===== config.mk =====
export PLATFORM = sky130hd
export DESIGN_NAME = rns_to_bin
export DESIGN_NICKNAME = d
export VERILOG_FILES = /design/src/rtl/rns_pkg.sv /design/src/rtl/rns_mrc_digit.sv /design/src/rtl/rns_to_bin.sv
export SDC_FILE = /design/constraint.sdc
export NUM_CORES = 1
export LEC_CHECK = 0
export CORE_ASPECT_RATIO = 1.2
export CORE_MARGIN = 3
export CORE_UTILIZATION = 30
export DETAILED_ROUTE_END_ITERATION = 10
export PLACE_DENSITY_LB_ADDON = 0.2
export SETUP_SLACK_MARGIN = 0.02
export SYNTH_ARGS = -nofsm -noshare
export SYNTH_HDL_FRONTEND = slang
export SYNTH_SLANG_ARGS = --single-unit

===== constraint.sdc =====
create_clock -name clk -period 28.6 [get_ports clk]
set_input_delay 7.15 -clock clk [delete_from_list [all_inputs] [get_ports clk]]
set_output_delay 7.15 -clock clk [all_outputs]
set_load 0.01 [all_outputs]

===== src/rtl/rns_pkg.sv =====
// Shared constants for the RNS reverse converter: moduli, dynamic range,
// MRC modular inverses and the controller state type.
package rns_pkg;

  // Moduli, channel 0..3 (r0 mod B0 ... r3 mod B3).
  localparam int B0 = 251;
  localparam int B1 = 253;
  localparam int B2 = 255;
  localparam int B3 = 256;

  localparam longint M_L = longint'(B0) * B1 * B2 * B3;
  localparam logic [31:0] M    = 32'(M_L);
  localparam logic [31:0] HALF = 32'((M_L + 1) / 2);

  // Extended Euclid: a^-1 mod m (a and m coprime).
  function automatic int modinv(input int a, input int m);
    int t, nt, r, nr, q, tmp;
    t = 0; nt = 1; r = m; nr = a % m;
    while (nr != 0) begin
      q   = r / nr;
      tmp = t - q * nt; t = nt; nt = tmp;
      tmp = r - q * nr; r = nr; nr = tmp;
    end
    if (t < 0) t = t + m;
    return t;
  endfunction

  // inv(mj mod mi), j < i
  localparam int INV10 = modinv(B0 % B1, B1);
  localparam int INV20 = modinv(B0 % B2, B2);
  localparam int INV21 = modinv(B1 % B2, B2);
  localparam int INV30 = modinv(B0 % B3, B3);
  localparam int INV31 = modinv(B1 % B3, B3);
  localparam int INV32 = modinv(B2 % B3, B3);

  function automatic int mod_of(input int i);
    case (i)
      0:       return B0;
      1:       return B1;
      2:       return B2;
      default: return B3;
    endcase
  endfunction

  // Inverse used by channel i in digit step j+1; 0 where the channel is idle.
  function automatic int inv_of(input int i, input int j);
    case (i * 4 + j)
      4:       return INV10;
      8:       return INV20;
      9:       return INV21;
      12:      return INV30;
      13:      return INV31;
      14:      return INV32;
      default: return 0;
    endcase
  endfunction

  typedef enum logic [2:0] {
    S_IDLE, S_DIG1, S_DIG2, S_DIG3, S_HOR, S_FIX, S_OUT
  } state_t;

endpackage


===== src/rtl/rns_mrc_digit.sv =====
// One MRC channel: ((r - a) * inv) mod MOD, inverse chosen by digit step.
module rns_mrc_digit #(
  parameter int MOD  = 253,
  parameter int INV1 = 0,
  parameter int INV2 = 0,
  parameter int INV3 = 0
) (
  input  logic [1:0] i_step,
  input  logic [7:0] i_r,
  input  logic [7:0] i_a,
  output logic [7:0] o_d
);
  localparam logic [8:0] LM = 9'(MOD);

  logic [7:0]  w_inv;
  logic [8:0]  w_ar;
  logic [8:0]  w_diff;
  logic [16:0] w_prod;

  // Select the inverse of the modulus being peeled off in this step.
  always_comb begin
    w_inv = '0;
    case (i_step)
      2'd1:    w_inv = 8'(INV1);
      2'd2:    w_inv = 8'(INV2);
      2'd3:    w_inv = 8'(INV3);
      default: w_inv = '0;
    endcase
  end

  // Previous digit may come from a smaller channel; reduce it, then subtract
  // with MOD added first so the difference never goes negative.
  always_comb begin
    w_ar   = {1'b0, i_a} % LM;
    w_diff = 9'((10'(i_r) + 10'(LM) - 10'(w_ar)) % 10'(LM));
    w_prod = 17'(w_diff) * 17'(w_inv);
    o_d    = 8'(w_prod % 17'(LM));
  end

endmodule


===== src/rtl/rns_to_bin.sv =====
// Sequential RNS -> binary converter (mixed-radix digits, Horner rebuild,
// optional signed fold). One word in flight; valid/ready on both sides.
module rns_to_bin
  import rns_pkg::*;
#(
  parameter int SIGNED = 1
) (
  input  logic        clk,
  input  logic        reset,
  input  logic        in_valid,
  output logic        in_ready,
  input  logic [31:0] x_rns,
  output logic        out_valid,
  input  logic        out_ready,
  output logic [31:0] y
);
  state_t           r_state, w_next;
  logic [1:0]       r_cnt;
  logic [3:0][7:0]  r_res;
  logic [31:0]      r_acc;
  logic             r_neg;
  logic [31:0]      r_y;

  logic [1:0]       w_step;
  logic [7:0]       w_a;
  logic [2:0][7:0]  w_d;
  logic [7:0]       w_hb;
  logic [7:0]       w_ha;

  // Digit step index and the digit produced by the previous step.
  always_comb begin
    w_step = 2'd0;
    w_a    = r_res[0];
    case (r_state)
      S_DIG1:  begin w_step = 2'd1; w_a = r_res[0]; end
      S_DIG2:  begin w_step = 2'd2; w_a = r_res[1]; end
      S_DIG3:  begin w_step = 2'd3; w_a = r_res[2]; end
      default: begin w_step = 2'd0; w_a = r_res[0]; end
    endcase
  end

  for (genvar i = 1; i < 4; i++) begin : g_ch
    rns_mrc_digit #(
      .MOD (mod_of(i)),
      .INV1(inv_of(i, 0)),
      .INV2(inv_of(i, 1)),
      .INV3(inv_of(i, 2))
    ) u_dig (
      .i_step(w_step),
      .i_r   (r_res[i]),
      .i_a   (w_a),
      .o_d   (w_d[i-1])
    );
  end

  // Horner operands: radix and digit per step (a2/B2, a1/B1, a0/B0).
  always_comb begin
    w_hb = 8'(B0);
    w_ha = r_res[0];
    case (r_cnt)
      2'd0:    begin w_hb = 8'(B2); w_ha = r_res[2]; end
      2'd1:    begin w_hb = 8'(B1); w_ha = r_res[1]; end
      default: begin w_hb = 8'(B0); w_ha = r_res[0]; end
    endcase
  end

  // State register.
  always_ff @(posedge clk or negedge reset)
    if (!reset) r_state <= S_IDLE;
    else        r_state <= w_next;

  // Next-state logic; HOR runs 3 cycles, FIX 2 (compare, then load y).
  always_comb begin
    w_next = r_state;
    case (r_state)
      S_IDLE:  if (in_valid) w_next = S_DIG1;
      S_DIG1:  w_next = S_DIG2;
      S_DIG2:  w_next = S_DIG3;
      S_DIG3:  w_next = S_HOR;
      S_HOR:   if (r_cnt == 2'd2) w_next = S_FIX;
      S_FIX:   if (r_cnt == 2'd1) w_next = S_OUT;
      S_OUT:   if (out_ready) w_next = S_IDLE;
      default: w_next = S_IDLE;
    endcase
  end

  // Handshake outputs decoded from the state register.
  always_comb begin
    in_ready  = (r_state == S_IDLE);
    out_valid = (r_state == S_OUT);
    y         = r_y;
  end

  // Datapath: capture/reduce, digit steps, Horner, sign fold.
  always_ff @(posedge clk or negedge reset) begin
    if (!reset) begin
      r_cnt <= '0;
      r_res <= '0;
      r_acc <= '0;
      r_neg <= 1'b0;
      r_y   <= '0;
    end else begin
      case (r_state)
        S_IDLE: if (in_valid) begin
          r_res[0] <= 8'(32'(x_rns[7:0])   % B0);
          r_res[1] <= 8'(32'(x_rns[15:8])  % B1);
          r_res[2] <= 8'(32'(x_rns[23:16]) % B2);
          r_res[3] <= 8'(32'(x_rns[31:24]) % B3);
          r_cnt    <= '0;
        end
        S_DIG1: begin
          r_res[1] <= w_d[0];
          r_res[2] <= w_d[1];
          r_res[3] <= w_d[2];
        end
        S_DIG2: begin
          r_res[2] <= w_d[1];
          r_res[3] <= w_d[2];
        end
        S_DIG3: begin
          r_res[3] <= w_d[2];
          r_acc    <= 32'(w_d[2]);
        end
        S_HOR: begin
          r_acc <= 32'(r_acc * 32'(w_hb)) + 32'(w_ha);
          r_cnt <= (r_cnt == 2'd2) ? 2'd0 : r_cnt + 2'd1;
        end
        S_FIX: begin
          if (r_cnt == 2'd0) begin
            r_neg <= (SIGNED != 0) && (r_acc >= HALF);
            r_cnt <= 2'd1;
          end else begin
            r_y   <= r_neg ? (r_acc - M) : r_acc;
            r_cnt <= 2'd0;
          end
        end
        default: ;
      endcase
    end
  end

endmodule


==> run summary, run 1 <==
outcome -> finished, final reports clean
detailed-route DRC error count -> 0
share of layout cells above drive strength 1 -> 0.04273
Detailed Routing Iterations Pass 1 -> 5
Seq cells post-synth -> 102
Post-CTS Hold Fix Bufs -> 0
port bufs -> 69
vias in the first global route -> 22,499
post-cts repair resize count -> 0
Netlist Area Pre-Place -> 25,510 sq um
first-pass GRT wire length -> 121,800 microns
num ports -> 70
htree depth -> 3
Area growth syn-to-layout -> 8.177%
Place WS -> 5703 ps
Clock Skew -> 18.91 ps
number of post-CTS setup repair buffers -> 0
die area -> 88,580 sq um
crit path time final -> 23,190 ps
DPL Wire Length -> 60,510 microns
most used flip-flop cell after synthesis -> dfrtp_1
Achievable Freq -> 43.13 MHz
Post-Syn Area per Cell -> 8.024 sq um
clk_lat worst skew -> 380 ps
commonest non-fill, non-tap cells in the layout -> 473 x inv_1, 269 x nand2_1, 250 x ha_1
worst relative slew slack -> 0.1743
Root Buffer -> clkbuf_16
TritonCTS clock tree -> done
setup TNS -> 0 ps
most common cell after layout, fill and taps aside -> inv_1
crit share post-route -> 0.8108
Die H -> 325.4 microns
Initial Utilization -> 0.3041
Clock Sinks -> 102
post-synth cell types -> 116
core area -> 83,890 sq um
WL final -> 73,940 microns
Num CTS Buffers -> 9
GR Overflow Total -> 0
fill cell count -> 9,143
transition time at the pin with the least slew margin -> 1207 ps
Placer Congestion -> 0.9068
Hold Fails Final Rpt -> 0
Placement Rows -> 116
min-delay worst type -> reg2reg
Setup crit start kind -> flop
Setup CP Type -> reg2reg
vias -> 22,292
final worst slack -> 5412 ps
sequential fraction of the synthesis area -> 0.1001
WP data required -> 28,880 ps
Synth area leader -> fa_1
Final Setup Violations -> 0
final net count -> 3,706
Max Slew Vio Count -> 0
Worst setup EP type -> flop
syn nets -> 3,707
crit path buf inv count -> 5
CP arrival -> 23,470 ps
Yosys top cell area share -> 0.1899
Max Cap Viol -> 0
Routed wire per std cell -> 17.17 microns
asr flop ratio synth -> 1.000
slowest stage delay, CP -> 700 ps
ANT nets after route -> 0
Slowest cell on crit path -> nor4_1
Post-synth EDFFs -> 0
Synth warnings -> 0
DRT iter0 DRCs -> 1,353
Clock transition at path regs -> 80 ps
crit-path max FO -> 26
ranking of synthesized cells by area -> fa_1 19%, ha_1 12%, dfrtp_1 10%, inv_1 7.0%, xnor2_1 4.8%
chip width -> 272.2 microns
RSZ-0062 raised after global routing -> no
initial antenna violation count -> 6
crit-path leading delay family -> simple AND/OR/NAND/NOR gates
Clock Tree Buf Depth -> 2
Tot GR Track Use -> 0.1672
Syn Inst Count -> 3,179
crit-path most repeated cell -> ha_1
Via-to-Cell Ratio -> 5.178
largest net degree at the start of global routing -> 67
-- layer usage --
metal  share of wire  GRT usage  up-vias
li1                -          -    10958
met1            0.45     0.2168    10842
met2            0.50     0.2951      381
met3           0.033    0.01770      101
met4           0.022    0.04212       10
met5         0.00097          0        -
-- sequential cells by signal, indices dropped and copies added, names as in the netlist --
register and flops:
y 32, r_state 3, r_res 32, r_neg 1, r_acc 32, r_cnt 2
-- layout make-up --
class	count	area, sq um	area share
Antenna cell	1	2.502	0.00009069
Clock buffer	9	225.2	0.008162
Clock inverter	7	90.09	0.003265
Inverter	477	1790	0.06489
Multi-Input combinational cell	2507	20750	0.7520
Sequential cell	102	2554	0.09255
Tap cell	1121	1403	0.05083
Timing Repair Buffer	81	778.2	0.02820
-- path summary, 6_finish.rpt --
path,from,end,slack [ps],cells past startpoint
max in group asynchronous,reset,r_cnt[1]$_DFFE_PN0P_,20480,2
min in group asynchronous,reset,y[3]$_DFFE_PN0P_,6710,1
max reg2reg,r_state[2]$_DFFE_PN0P_,r_res[15]$_DFFE_PN0P_,5410,72
min reg2reg,r_res[27]$_DFFE_PN0P_,r_res[27]$_DFFE_PN0P_,510,2
max,r_state[2]$_DFFE_PN0P_,r_res[15]$_DFFE_PN0P_,5410,72
min,r_res[27]$_DFFE_PN0P_,r_res[27]$_DFFE_PN0P_,510,2
-- cells in the mapped netlist (30+ instances only) --
cell      instances
nor2_1          240
ha_1            250
a21oi_1         169
nand4_1          34
and2_1           75
or3_1            32
nor2b_1          30
mux2i_1          41
xor2_1           55
xnor2_1         140
inv_1           473
nand2_1         269
o21ai_0         158
fa_1            242
nor3_1           60
nand3_1          67
dfrtp_1         102
clkbuf_1         63
and3_1           39
a21o_1           50
-- through the flow --
stage	hold WS, ps	instance area (sq um)	util	std cells
after floorplan	452.5	25510	-	3179
after global placement	483.7	27280	0.3251	4288
after detailed placement	481.0	27280	0.3251	4288
after CTS	507.8	27590	0.3289	4304
after global routing	522.6	27590	0.3289	4304
final	512.3	27590	0.3289	4305
-- worst min-delay path: cells and delay by family (launching register included) --
family	cells	cell delay, ps
simple gates	2	120
flops	1	360
-- kinds of logic (layout without fill, tap and decap cells) --
family                   count (synthesis)  in the layout  synth area share
AND/OR/NAND/NOR                        983            983            0.1947
adder cells (fa/ha/maj)                493            493            0.3129
multiplexers                            69             69           0.02845
XOR/XNOR                               196            196           0.06803
flip-flops                             102            102            0.1001
other                                    0              1                 0
buffers and inverters                  570            574           0.08702
AO/OA/AOI/OAI                          766            766            0.2088
Power of run 1 is left out: the tool's default activity adds up to more than one toggle a clock period on the data nets, which glitch-free logic cannot reach.
==> run 2, diff against run 1 <==
clock period = 20.3 ns   (was 28.6 ns; I/O delays follow)
==> run 2 against run 1 <==
Compared with the run above: global-route usage increased by 0.39 points; clock-buffer cell count is the same; hold slack worse by 6.2 ps; register-to-register slack got worse by 4300 ps.
==> run summary, run 2 (synthesis results as in run 1) <==
outcome -> finished, final reports clean
Clock Sinks -> 102
Routed wire per std cell -> 17.09 microns
Post-DP Area -> 28,070 sq um
clk_lat worst skew -> 380 ps
transition time at the pin with the least slew margin -> 954.0 ps
final core utilization -> 0.3473
Achievable Freq -> 52.25 MHz
most common cell after layout, fill and taps aside -> inv_1
Setup CP Type -> reg2reg
Final Setup Violations -> 0
worst relative slew slack -> 0.3640
Max Cap Viol -> 0
Detailed Routing Iterations Pass 1 -> 5
Clock Skew -> 17.92 ps
crit path buf inv count -> 10
detailed-route DRC error count -> 0
Worst setup EP type -> flop
share of layout cells above drive strength 1 -> 0.1048
GR Overflow Total -> 0
WL final -> 75,980 microns
vias in the first global route -> 23,056
Via-to-Cell Ratio -> 5.077
vias -> 22,578
htree depth -> 3
Root Buffer -> clkbuf_16
Clock Tree Buf Depth -> 2
Tot GR Track Use -> 0.1711
core area -> 83,890 sq um
Max Slew Vio Count -> 0
Placement Rows -> 116
CP arrival -> 19,430 ps
crit-path max FO -> 26
commonest non-fill, non-tap cells in the layout -> 471 x inv_1, 267 x nand2_1, 247 x ha_1
first-pass GRT wire length -> 124,900 microns
crit path time final -> 19,140 ps
largest net degree at the start of global routing -> 64
crit-path leading delay family -> compound AO/OA/AOI/OAI gates
Finished Cell Area -> 29,140 sq um
Initial Utilization -> 0.3041
Setup crit start kind -> flop
num ports -> 70
die area -> 88,580 sq um
Area growth syn-to-layout -> 14.23%
slowest stage delay, CP -> 580 ps
Die H -> 325.4 microns
crit share post-route -> 0.9428
Hold Fails Final Rpt -> 0
setup TNS -> 0 ps
DRT iter0 DRCs -> 1,345
min-delay worst type -> reg2reg
final net count -> 3,844
port bufs -> 69
crit-path most repeated cell -> inv_1
chip width -> 272.2 microns
ANT nets after route -> 0
TritonCTS clock tree -> done
Clock transition at path regs -> 80 ps
Slowest cell on crit path -> or4_4
DPL Wire Length -> 61,880 microns
WP data required -> 20,600 ps
initial antenna violation count -> 3
Num CTS Buffers -> 9
Placer Congestion -> 0.9081
run 2: path summary, 6_finish.rpt:
check	startpoint	endpoint	slack, ps	cells past startpoint
worst max-delay path	r_state[2]$_DFFE_PN0P_	r_res[15]$_DFFE_PN0P_	1160	81
worst min-delay path	r_res[27]$_DFFE_PN0P_	r_res[27]$_DFFE_PN0P_	510	2
worst max register to register	r_state[2]$_DFFE_PN0P_	r_res[15]$_DFFE_PN0P_	1160	81
worst min register to register	r_res[27]$_DFFE_PN0P_	r_res[27]$_DFFE_PN0P_	510	2
max in group asynchronous	reset	r_state[0]$_DFFE_PN0P_	14220	2
min in group asynchronous	reset	y[11]$_DFFE_PN0P_	4660	1
run 2: per-layer routing:
metal  global-route usage  share of wire
met1               0.2224           0.45
met5                    0        0.00017
met2               0.3083           0.51
met4              0.03442          0.016
met3              0.01446          0.027
run 2: cell type report:
type / instances / area (sq um)
inverters: 477 / 1790
flip-flops and latches: 102 / 2555
well taps: 1121 / 1403
clock buffers: 9 / 225.2
multi-input cells: 2507 / 21220
diodes: 5 / 12.51
clock inverters: 7 / 101.3
fillers: 9043 / 54750
repair buffers: 219 / 1831
run 2: worst min-delay path: cells and delay by family, from the launching register on:
family	cells	cell delay, ps
simple gates	2	120
flops	1	360
run 2: per-stage QoR:
| stage | instances | worst slack (ps) | hold WS, ps |
|---|---|---|---|
| 2_1_floorplan | 3179 | 423.1 | 452.5 |
| 3_3_place_gp | 4392 | 80.84 | 477.8 |
| 3_5_place_dp | 4392 | -233.6 | 477.0 |
| 4_1_cts | 4408 | 23.39 | 505.4 |
| 5_1_grt | 4442 | -36.04 | 535.9 |
| 6_report | 4447 | 1162 | 506.2 |
run 2: timing repair:
| item | 4_1_cts | 5_1_grt |
|---|---|---|
| resized for setup | 5 | 104 |
| pin swaps | 0 | 27 |
| hold buffers | 0 | 0 |
| setup endpoints to repair | 8 | 16 |
| buffers inserted | 0 | 34 |
Power of run 2 is left out for the same reason.
==> run 3, diff against run 2 <==
CORE_UTILIZATION = 38   (was 30)
==> run 3 against run 2 <==
Compared with the run above: register-to-register slack got worse by 250 ps; non-clock buffer count fell by 23; die area fell by 21%; critical path type unchanged; cell count fell by 5.8%; wire length fell by 4.5%; global-route usage rose by 3.4 points; sequential share of layout area rose by 0.13 points; final area fell by 1.5%; core utilization rose by 8.7 points; critical endpoint unchanged; setup slack got worse by 250 ps; fmax fell by 1.3%.
==> run summary, run 3 (synthesis results as in run 1) <==
WL final -> 72,580 microns
Clock transition at path regs -> 70 ps
Setup CP Type -> reg2reg
Setup crit start kind -> flop
crit path time final -> 19,390 ps
Die H -> 289.8 microns
transition time at the pin with the least slew margin -> 888.2 ps
initial antenna violation count -> 3
largest net degree at the start of global routing -> 58
clk_lat worst skew -> 390 ps
fill cell count -> 6,653
commonest non-fill, non-tap cells in the layout -> 472 x inv_1, 267 x nand2_1, 247 x ha_1
Num CTS Buffers -> 9
most common cell after layout, fill and taps aside -> inv_1
Placement Rows -> 103
Post-DP Area -> 27,690 sq um
detailed-route DRC error count -> 0
GR Overflow Total -> 0
first-pass GRT wire length -> 119,600 microns
TritonCTS clock tree -> done
Final Setup Violations -> 0
Hold Fails Final Rpt -> 0
Via-to-Cell Ratio -> 5.440
Area growth syn-to-layout -> 12.49%
worst relative slew slack -> 0.4065
Clock Skew -> 13.21 ps
ANT nets after route -> 0
DRT iter0 DRCs -> 1,292
Achievable Freq -> 51.57 MHz
Tot GR Track Use -> 0.2055
WP data required -> 20,590 ps
vias -> 22,801
core area -> 66,110 sq um
Metal-1 WL -> 31,420 microns
Initial Utilization -> 0.3858
CP arrival -> 19,680 ps
Detailed Routing Iterations Pass 1 -> 6
top routing layer in use -> met5
Clock Tree Buf Depth -> 2
htree depth -> 3
Routed wire per std cell -> 17.32 microns
Post-CTS Hold Fix Bufs -> 0
crit-path max FO -> 20
Slowest cell on crit path -> or4_4
Max Cap Viol -> 0
Root Buffer -> clkbuf_16
final net count -> 3,821
Min Hold Slack -> 499.6 ps
worst reg-to-reg setup slack -> 910 ps
slowest stage delay, CP -> 590 ps
Clock Sinks -> 102
share of layout cells above drive strength 1 -> 0.1001
Inst Count DP -> 4,152
chip width -> 242.5 microns
die area -> 70,280 sq um
num ports -> 70
Finished Cell Area -> 28,700 sq um
min-delay worst type -> reg2reg
vias in the first global route -> 22,553
outcome -> finished, final reports clean
DR WL met2 -> 37,030 microns
Placer Congestion -> 0.9036
Max Slew Vio Count -> 0
final core utilization -> 0.4340
Worst setup EP type -> flop
DPL Wire Length -> 58,860 microns
met3 WL -> 2137 microns
Finished Layout Cells -> 4,191
port bufs -> 69
crit share post-route -> 0.9553
RSZ-0062 raised after global routing -> yes
[run 3: cell types whose count changed in the layout (fill, tap and decap cells not counted), sizes merged]
cell / before / now
clkinv: 7 / 6
inv: 475 / 476
buf: 151 / 128
bufinv: 1 / 0
diode: 5 / 1
clkinvlp: 1 / 2
[run 3: what timing repair did]
item                                    in CTS  in global routing
pin swaps                                    2                 24
endpoints found under the setup margin       8                 16
cloned                                       0                  0
resized for setup                           16                101
buffers inserted                             1                 21
[run 3: final cells by class]
type | instances | area, sq um | share of cell area
timing repair buffer | 196 | 1645 | 0.05734
sequential | 102 | 2554 | 0.08899
clock inverter | 7 | 67.56 | 0.002355
clock buffer | 9 | 225.2 | 0.007849
tap | 892 | 1116 | 0.03889
inverter | 477 | 1790 | 0.06240
multi-input combinational | 2507 | 21290 | 0.7421
antenna | 1 | 2.502 | 0.00008721
[run 3: worst paths after layout]
kind / startpoint / endpoint / depth (start not counted)
max in group asynchronous: reset / r_res[11]$_DFFE_PN0P_ / 2
min in group asynchronous: reset / y[2]$_DFFE_PN0P_ / 1
worst min register to register: r_res[27]$_DFFE_PN0P_ / r_res[27]$_DFFE_PN0P_ / 2
worst max register to register: r_state[2]$_DFFE_PN0P_ / r_res[15]$_DFFE_PN0P_ / 80
worst max-delay path: r_state[2]$_DFFE_PN0P_ / r_res[15]$_DFFE_PN0P_ / 80
worst min-delay path: r_res[27]$_DFFE_PN0P_ / r_res[27]$_DFFE_PN0P_ / 2
[run 3: worst max-delay path, delay by kind of cell, from the launching register on]
family | cells | cell delay, ps
multiplexers | 3 | 960
adder cells (fa/ha/maj) | 10 | 3160
AND/OR/NAND/NOR | 24 | 6190
AO/OA/AOI/OAI | 33 | 7200
XOR/XNOR | 1 | 180
buffers and inverters | 9 | 1190
flip-flops | 1 | 390
[run 3: metal layers]
| metal | GRT usage | vias up |
|---|---|---|
| met2 | 0.3747 | 442 |
| met5 | 0 | - |
| li1 | - | 11185 |
| met1 | 0.2604 | 11065 |
| met4 | 0.05823 | 4 |
| met3 | 0.01451 | 105 |
[run 3: metrics by stage]
step           setup WS [ps]  TNS [ps]
3_5_place_dp          -390.4     -1677
5_1_grt               -39.18    -121.7
3_3_place_gp          -168.6    -414.2
4_1_cts                82.04         0
2_1_floorplan          423.1         0
6_report               907.3         0
Power of run 3 is left out for the same reason.
